**src/rtl/bridge_tx_ctrl.sv**
```systemverilog
// Result-side ping-pong tile store that streams each finished matrix downstream, one tile per beat.
// Define TRANSPOSE_OUT_EN to read tiles column-major (row advancing fastest) instead of row-major.
module bridge_tx_ctrl #(
  parameter int DATA_WIDTH = 64,
  parameter int ROW_Y      = 4,
  parameter int COL_Y      = 2
) (
  input  logic                       clk,
  input  logic                       rst,
  input  logic                       res_valid,
  input  logic [DATA_WIDTH-1:0]      res_data,
  output logic                       tx_valid,
  input  logic                       tx_ready,
  output logic [DATA_WIDTH-1:0]      tx_data,
  output logic [$clog2(ROW_Y):0]     tx_row_idx,
  output logic [$clog2(COL_Y):0]     tx_col_idx,
  output logic                       tx_row_last,
  output logic                       tx_last,
  output logic                       mat_done,
  output logic                       overflow_err,
  output logic [1:0]                 bank_full
);

  localparam int DEPTH      = ROW_Y * COL_Y;
  localparam int ADDR_WIDTH = (DEPTH > 1) ? $clog2(DEPTH) : 1;
  localparam int RW         = $clog2(ROW_Y) + 1;
  localparam int CW         = $clog2(COL_Y) + 1;

  localparam logic [0:0] T_IDLE = 1'b0;
  localparam logic [0:0] T_SEND = 1'b1;

  logic [DATA_WIDTH-1:0] mem_q [2][DEPTH];

  logic                  wr_bank_q, wr_bank_d;
  logic [ADDR_WIDTH-1:0] wr_addr_q, wr_addr_d;
  logic                  rd_bank_q, rd_bank_d;
  logic [RW-1:0]         rd_row_q, rd_row_d;
  logic [CW-1:0]         rd_col_q, rd_col_d;
  logic [1:0]            bank_full_q, bank_full_d;
  logic                  overflow_err_q, overflow_err_d;
  logic                  mat_done_q, mat_done_d;
  logic [0:0]            state_q, state_d;

  logic                  wr_en;
  logic                  tx_hs;
  logic                  row_end;
  logic                  col_end;
  logic                  beat_last;
  logic [ADDR_WIDTH-1:0] rd_addr;

  assign rd_addr   = ADDR_WIDTH'(int'(rd_row_q) * COL_Y + int'(rd_col_q));
  assign row_end   = (rd_row_q == RW'(ROW_Y - 1));
  assign col_end   = (rd_col_q == CW'(COL_Y - 1));
  assign beat_last = (rd_addr == ADDR_WIDTH'(DEPTH - 1));
  assign tx_hs     = (state_q == T_SEND) && tx_ready;
  assign wr_en     = res_valid && !bank_full_q[wr_bank_q];

  always_comb begin
    wr_bank_d      = wr_bank_q;
    wr_addr_d      = wr_addr_q;
    rd_bank_d      = rd_bank_q;
    rd_row_d       = rd_row_q;
    rd_col_d       = rd_col_q;
    bank_full_d    = bank_full_q;
    overflow_err_d = overflow_err_q;
    mat_done_d     = 1'b0;
    state_d        = state_q;

    // Writes see the pre-edge full flags, so a same-edge release never admits a tile.
    if (res_valid && bank_full_q[wr_bank_q]) begin
      overflow_err_d = 1'b1;
    end
    if (wr_en) begin
      if (wr_addr_q == ADDR_WIDTH'(DEPTH - 1)) begin
        bank_full_d[wr_bank_q] = 1'b1;
        wr_bank_d              = !wr_bank_q;
        wr_addr_d              = '0;
      end else begin
        wr_addr_d = wr_addr_q + ADDR_WIDTH'(1);
      end
    end

    case (state_q)
      T_IDLE: begin
        if (bank_full_q[rd_bank_q]) begin
          state_d = T_SEND;
        end
      end
      default: begin
        if (tx_hs) begin
          if (beat_last) begin
            bank_full_d[rd_bank_q] = 1'b0;
            rd_bank_d              = !rd_bank_q;
            rd_row_d               = '0;
            rd_col_d               = '0;
            mat_done_d             = 1'b1;
            state_d                = bank_full_q[!rd_bank_q] ? T_SEND : T_IDLE;
          end else begin
`ifdef TRANSPOSE_OUT_EN
            if (row_end) begin
              rd_row_d = '0;
              rd_col_d = rd_col_q + CW'(1);
            end else begin
              rd_row_d = rd_row_q + RW'(1);
            end
`else
            if (col_end) begin
              rd_col_d = '0;
              rd_row_d = rd_row_q + RW'(1);
            end else begin
              rd_col_d = rd_col_q + CW'(1);
            end
`endif
          end
        end
      end
    endcase
  end

  always_ff @(posedge clk) begin
    if (rst) begin
      wr_bank_q      <= 1'b0;
      wr_addr_q      <= '0;
      rd_bank_q      <= 1'b0;
      rd_row_q       <= '0;
      rd_col_q       <= '0;
      bank_full_q    <= 2'b00;
      overflow_err_q <= 1'b0;
      mat_done_q     <= 1'b0;
      state_q        <= T_IDLE;
    end else begin
      wr_bank_q      <= wr_bank_d;
      wr_addr_q      <= wr_addr_d;
      rd_bank_q      <= rd_bank_d;
      rd_row_q       <= rd_row_d;
      rd_col_q       <= rd_col_d;
      bank_full_q    <= bank_full_d;
      overflow_err_q <= overflow_err_d;
      mat_done_q     <= mat_done_d;
      state_q        <= state_d;
    end
  end

  always_ff @(posedge clk) begin
    if (wr_en) begin
      mem_q[wr_bank_q][wr_addr_q] <= res_data;
    end
  end

  assign tx_valid     = (state_q == T_SEND);
  assign tx_data      = mem_q[rd_bank_q][rd_addr];
  assign tx_row_idx   = rd_row_q;
  assign tx_col_idx   = rd_col_q;
`ifdef TRANSPOSE_OUT_EN
  assign tx_row_last  = tx_valid && row_end;
`else
  assign tx_row_last  = tx_valid && col_end;
`endif
  assign tx_last      = tx_valid && beat_last;
  assign mat_done     = mat_done_q;
  assign overflow_err = overflow_err_q;
  assign bank_full    = bank_full_q;

endmodule

```
**config.mk**
```make
export PLATFORM = sky130hd
export DESIGN_NAME = bridge_tx_ctrl
export DESIGN_NICKNAME = d
export VERILOG_FILES = /design/src/rtl/bridge_tx_ctrl.sv
export SDC_FILE = /design/constraint.sdc
export NUM_CORES = 1
export LEC_CHECK = 0
export ABC_AREA = 1
export ABC_CLOCK_PERIOD_IN_PS = 21300
export CORE_ASPECT_RATIO = 1.1
export CORE_MARGIN = 4
export CORE_UTILIZATION = 45
export CTS_BUF_LIST = sky130_fd_sc_hd__clkbuf_16
export DETAILED_ROUTE_END_ITERATION = 12
export PLACE_DENSITY = 0.65
export SETUP_SLACK_MARGIN = 0.1
export SYNTH_ARGS = -nofsm -noshare
export SYNTH_HDL_FRONTEND = slang
export SYNTH_SLANG_ARGS = --single-unit
```
**constraint.sdc**
```tcl
create_clock -name clk -period 21.3 [get_ports clk]
set_input_delay 5.325 -clock clk [delete_from_list [all_inputs] [get_ports clk]]
set_output_delay 5.325 -clock clk [all_outputs]
set_load 0.03 [all_outputs]
```
* After elaboration in Yosys (flattened, before gate mapping)
Memories as Yosys holds them, arrays and structs flattened. A register that Yosys moved wholly into a read port is not among the register bits. Index checks and enable logic that the tools add are counted.
Storage, ports and cells: flip-flop bits (word level) 15, RAM bits 1024, input port bits 68, output and inout bits 76, logic and storage cells 84, memories 1
Cells by class: $add $sub $neg 4, magnitude comparators 8, eq/ne operators 3, multiplexer cells 35, bitwise operators 7, reductions and logical operators 17
Memory list:
- mem_q | words 2, width 512, rd ports 1, clocked after memory_dff 1, wr ports 1, RTL line 32 | logic [DATA_WIDTH-1:0] mem_q [2][DEPTH];
Operators with widths (number):
- 512-bit two-way mux | 1
- 64-bit binary-select mux with 3-bit select | 1
- 64-bit demux with 3-bit select | 1
- 64-bit two-way mux | 3
- 1-bit two-way mux | 17
- 2-bit two-way mux | 7
- 3-bit two-way mux | 3
- 4-bit >= comparator, second input constant | 2
- 1-bit logical AND | 8
- 3-bit NOT with 4-bit output | 2
- 3-bit by 1-bit adder with 3-bit output, second input constant | 2
- 3-bit == test, second input constant | 2
- 1-bit by 2-bit < comparator with 1-bit output, second input constant | 3
- 3-bit AND reduction | 2
- 4-bit by 1-bit < comparator with 1-bit output, second input constant | 1
- 2-bit AND reduction | 2
- 3-bit by 2-bit adder with 3-bit output | 1
- 1-bit logical NOT | 3
- 3-bit OR reduction | 1
- 2-bit by 1-bit adder with 2-bit output, second input constant | 1
- 2-bit bitwise AND | 1
- 1-bit demux with 1-bit select | 2
- 2-bit by 1-bit == test with 1-bit output, second input constant | 1
- 1-bit >= comparator, second input constant | 2
- 4 further kinds | 5

* Logic depth before layout (Yosys ltp)
word-level depth 11, mapped depth 11, mapped depth without buffers 9

* Worst setup path after synthesis
OpenSTA, ideal clock, no wires.
kind input -> register, start input port res_valid, end memory mem_q[0][384] (netlist name), enable pin, setup time 0.565 ns, data arrival time 10.115 ns, data required time 20.735 ns, setup slack 10.620 ns, stages on the path 4, path buffers 0, path through inv_1 > nor2_2 > nand2_1 > nor3_1
Between the ends: word-level cells in the longest chain between the ends 3
Ends and longest elaborated chain:
- from (decl) | RTL line 10 | input logic res_valid,
- 1-bit logical AND | RTL line 56 | assign wr_en = res_valid && !bank_full_q[wr_bank_q];
- 1-bit two-way mux | RTL line 145 | if (wr_en) begin
- 512-bit two-way mux (not written as such) | RTL line 146 | mem_q[wr_bank_q][wr_addr_q] <= res_data;
- to (decl) | RTL line 32
No other way between the ends.

==> results.md <==
- The count of pins over their slew limit is 0.
- The floorplan has 116 rows.
- Sorting the synthesized cells by area gives the leading types as sky130_fd_sc_hd__edfxtp_1, sky130_fd_sc_hd__nand2_1, sky130_fd_sc_hd__nor2_1, sky130_fd_sc_hd__nand3_1, sky130_fd_sc_hd__a21oi_1.
- The global-route usage over all layers is 21.3%.
- The most common library cell in the layout ignoring fill and taps is sky130_fd_sc_hd__edfxtp_1.
- The setup skew after layout is 0.0370 ns.
- The first global-routing pass estimated 158,000 um of wire.
- At the pin with the least slew margin, the transition time is 1.20 ns.
- The total number of clock tree sinks is 1,040.
- Summed over all nets, the switching power comes to 866 uW.
- The number of cells on the worst hold path is 2.
- The class of the tightest hold or removal check is reg -> reg.
- Summed over all nets, the half-perimeter wirelength after detailed placement is 49,500 um.
- In this run the tool buffered the top-level ports with 143 buffer cells.
- In this run the critical register-to-register path is launched from wr_bank_q$_SDFFE_PP0P_.
- The horizontal die dimension is 298 um.
- The run finished with clean final reports.
- The synthesized net count is 3,512.
- The share of power burned in combinational logic is 3.1%.
- STA classifies the critical path startpoint as a register.
- The worst setup path is of the reg -> out kind.
- Of the cells placed in the final design, the portion with a size suffix greater than 1 is 6.16%.
- The signal on the critical path passes through inv_16 > buf_4 > nand2_1 > nand3_1 > nand2_1 > a21oi_1 > nand2_1 > nand2_1 > clkdlybuf4s50_1.
- The tree is rooted in a sky130_fd_sc_hd__clkbuf_16.
- The deepest clock path buffer count is 3.
- The total vias in the final route is 26,200.
- The cell type with the highest occurrence count on the critical path is sky130_fd_sc_hd__nand2_1.
- Once routing completed, OpenROAD measured the worst setup slack at 11.29 ns.
- After the first detailed-routing iteration, the DRC count stood at 2,792.
- The number of gates resized after CTS is 0.
- The cell type group with the largest total delay on the critical path is buffers and inverters.
- The number of cells traversed by the worst register-to-register path is 7.
- The area of the core is 91,300 sq um.
- The sequential cell fraction of total power is 54.6%.
- The number of nets in the layout is 3,606.
- The TritonCTS clock tree is done.
- The count of nets left with antenna violations once routing finished came out at 0.
- The synthesized area divided by synthesized cell count is 12.1 sq um.
- Dividing the final minimum period by the clock period gives 47.0%.
- In this run the vertical extent of the chip is 327 um.
- The via count of the first global-routing pass is 25,300.
- Counting the fill cells in the layout gives 7,697.
- The cell count after synthesis came out at 3,440.
- The post-synthesis sequential area ratio is 74.8%.
- The total number of yosys warnings is 0.
- The effective utilization at floorplan is 45.5%.
- The total congestion overflow is 0.
- In this run the static leakage power is 16.0 nW.
- Cell internal power was estimated by the tool at 3.31 mW.
- Prior to clock tree synthesis, the placed netlist has a worst setup slack of 12.06 ns.
- The H-tree was split into 3 levels.
- For the worst setup path, the data arrival time is 4.69 ns.
- Across all register-to-register paths, the minimum setup slack is 16.71 ns.
- The worst supply voltage drop on vdd is 0.0000636 V.
- The initial antenna violation count is 10.
- The switching share of power is 20.7%.
- The post-CTS setup buffer count is 0.
- The worst max-slew margin expressed relative to the limit is 20.2%.
- Setup violations remaining at the end of the flow were counted as 0.
- After synthesis the cells add up to 41,500 sq um.
- The kind of end point of the critical path is an output pin.
- The tool flagged a number of max-cap violations equal to 0.
- The mean routed wirelength per cell is 22.0 um.
- In this run, the clock network consumes 42.2% of the power.
- The congestion estimate from routability-driven global placement came to 0.739.
- The worst path in the final design needs a cycle of 10.01 ns, including I/O delays and setup.
- The required time at the worst-slack endpoint is 15.98 ns.
- Counting the buffers created by CTS gives 102.
- The average via count per standard cell is 5.45.
- In the layout the commonest cells are sky130_fd_sc_hd__edfxtp_1, sky130_fd_sc_hd__nand2_1, sky130_fd_sc_hd__nor2_1.
- The largest net degree at the start of global routing is 246.
- The number of DRC violations after detailed routing is 0.
- Setup repair after global routing left no endpoint under its margin.
- The critical path contains buffers and inverters numbering 3 combined.
- The library cell with the largest summed area after synthesis is sky130_fd_sc_hd__edfxtp_1.
- In this design, the stage delay of the slowest critical-path cell is 1.01 ns.
- The pre-antenna-repair detailed-routing pass consisted of 6 iterations.
- In this run the most critical hold path is launched from overflow_err$_SDFFE_PP0P_.
- The total negative slack for setup checks is 0 ns.
- The fraction of the core area covered by cells at the end of the flow is 51.5%.
- The slowest cell on the critical path is sky130_fd_sc_hd__buf_4.
- Static timing analysis puts the maximum clock frequency at 99.9 MHz.
- The hold path endpoint is overflow_err$_SDFFE_PP0P_.
- The number of synthesized register bits is 1,040.
- The number of hold violations in the final report came to 0.
- In this run the count of I/O pins placed on the die edge is 144.
- The capture instance of the worst register-to-register path is mem_q[0][363]$_DFFE_PP_.
- Of all nets on the critical path, the largest fanout is 245.
- The die covers 97,200 sq um.
- Hold repair after CTS inserted 0 buffers.
- The latest clock arrival within the worst-skew pair is 0.68 ns.
- The fraction of synthesized cell area taken by the top area cell type is 74.1%.
- The clock input transition at the sequential cells of the worst setup and hold paths is 0.06 ns.
- After detailed routing, the total wire length is 106,000 um.
- Relative to the synthesized area, the layout overhead comes to 13.2%.
- The number of different library cells in the post-synthesis netlist is 26.
- Power spread over the standard cell area amounts to 88.9 nW/um^2.
-- layout make-up --
type	instances	area [sq um]	share of cell area [%]
Multi-Input combinational cell	2176	9220	19.6
Antenna cell	6	15.0	0.0319
Inverter	25	125	0.266
Clock inverter	86	682	1.45
Clock buffer	104	2600	5.54
Tap cell	1180	1480	3.14
Sequential cell	1040	31100	66.1
Timing Repair Buffer	189	1800	3.83
-- routing by layer --
| metal | up-vias | global-route usage, % | wire [um] |
|---|---|---|---|
| met5 | - | 0 | 45 |
| met4 | 8 | 6.84 | 2710 |
| met3 | 185 | 3.63 | 7460 |
| met2 | 914 | 36.0 | 51700 |
| met1 | 12900 | 28.4 | 43700 |
| li1 | 12200 | - | - |
-- logic make-up (layout without fill, tap and decap cells) --
kind of cell / after synthesis / in the layout / synth area share [%]
simple gates: 1742 / 1742 / 16.6
flops: 1040 / 1040 / 74.8
compound gates: 430 / 430 / 5.19
buf+inv: 224 / 404 / 3.24
fa+ha+maj: 4 / 4 / 0.121
other cells: 0 / 6 / 0
-- per-stage QoR --
| stage | cells | instance area, sq um | power [mW] | hold WS [ns] |
|---|---|---|---|---|
| 4_1_cts | 4800 | 47000 | 4.21 | 0.506 |
| 5_1_grt | 4805 | 47000 | 4.30 | 0.524 |
| 6_report | 4806 | 47000 | 4.18 | 0.500 |
| 2_1_floorplan | 3440 | 41500 | 2.38 | 0.481 |
| 3_5_place_dp | 4610 | 43700 | 2.46 | 0.475 |
| 3_3_place_gp | 4610 | 43700 | 2.46 | 0.458 |
-- cells in the mapped netlist --
| master | instances |
|---|---|
| sky130_fd_sc_hd__edfxtp_1 | 1024 |
| sky130_fd_sc_hd__nand2_1 | 832 |
| sky130_fd_sc_hd__nor2_1 | 628 |
| sky130_fd_sc_hd__nand3_1 | 265 |
| sky130_fd_sc_hd__a21oi_1 | 166 |
| sky130_fd_sc_hd__o21ai_1 | 152 |
| sky130_fd_sc_hd__o21ai_0 | 109 |
| sky130_fd_sc_hd__buf_2 | 91 |
| sky130_fd_sc_hd__buf_6 | 41 |
| sky130_fd_sc_hd__clkbuf_1 | 41 |
| sky130_fd_sc_hd__inv_1 | 23 |
| sky130_fd_sc_hd__dfxtp_1 | 16 |
| sky130_fd_sc_hd__buf_1 | 13 |
| sky130_fd_sc_hd__nor3_1 | 12 |
| sky130_fd_sc_hd__buf_4 | 10 |
| sky130_fd_sc_hd__ha_1 | 4 |
| sky130_fd_sc_hd__a31oi_1 | 2 |
| sky130_fd_sc_hd__buf_8 | 2 |
| sky130_fd_sc_hd__nand4_1 | 2 |
| sky130_fd_sc_hd__buf_12 | 1 |
| sky130_fd_sc_hd__inv_2 | 1 |
| sky130_fd_sc_hd__inv_6 | 1 |
| sky130_fd_sc_hd__nand3_2 | 1 |
| sky130_fd_sc_hd__nor2_2 | 1 |
| sky130_fd_sc_hd__o21bai_1 | 1 |
| sky130_fd_sc_hd__or2_2 | 1 |
-- sequential cells by signal, summed over array words and instances (netlist names), named ones only --
name / cells
mem_q: 1024
tx_row_idx: 3
wr_addr_q: 3
bank_full: 2
tx_col_idx: 2
mat_done: 1
overflow_err: 1
rd_bank_q: 1
tx_valid: 1
wr_bank_q: 1
-- worst max path at each step --
stage | to | slack [ns] | cells past startpoint
global placement | tx_data[17] | 12.05 | 9
finish | tx_data[53] | 11.29 | 9
CTS | tx_data[53] | 11.32 | 9
floorplan | mem_q[0][384]$_DFFE_PP_ | 10.62 | 4
detailed placement | tx_data[53] | 12.06 | 9
global route | tx_data[53] | 11.02 | 9
-- power by group through the flow --
stage                     Clock [mW]  Sequential, mW  Combinational, mW
after floorplan                    0            2.33             0.0516
after global placement             0            2.33              0.131
after detailed placement           0            2.33              0.133
after CTS                       1.79            2.28              0.133
after global routing            1.87            2.28              0.142
final                           1.76            2.28              0.131
-- worst min-delay path, delay by kind of cell, from the launching register on --
kind,cells,cell delay (ns)
simple gates,1,0.08
flops,1,0.34
compound gates,1,0.04
No activity file was read; power rests on OpenSTA's default activity.
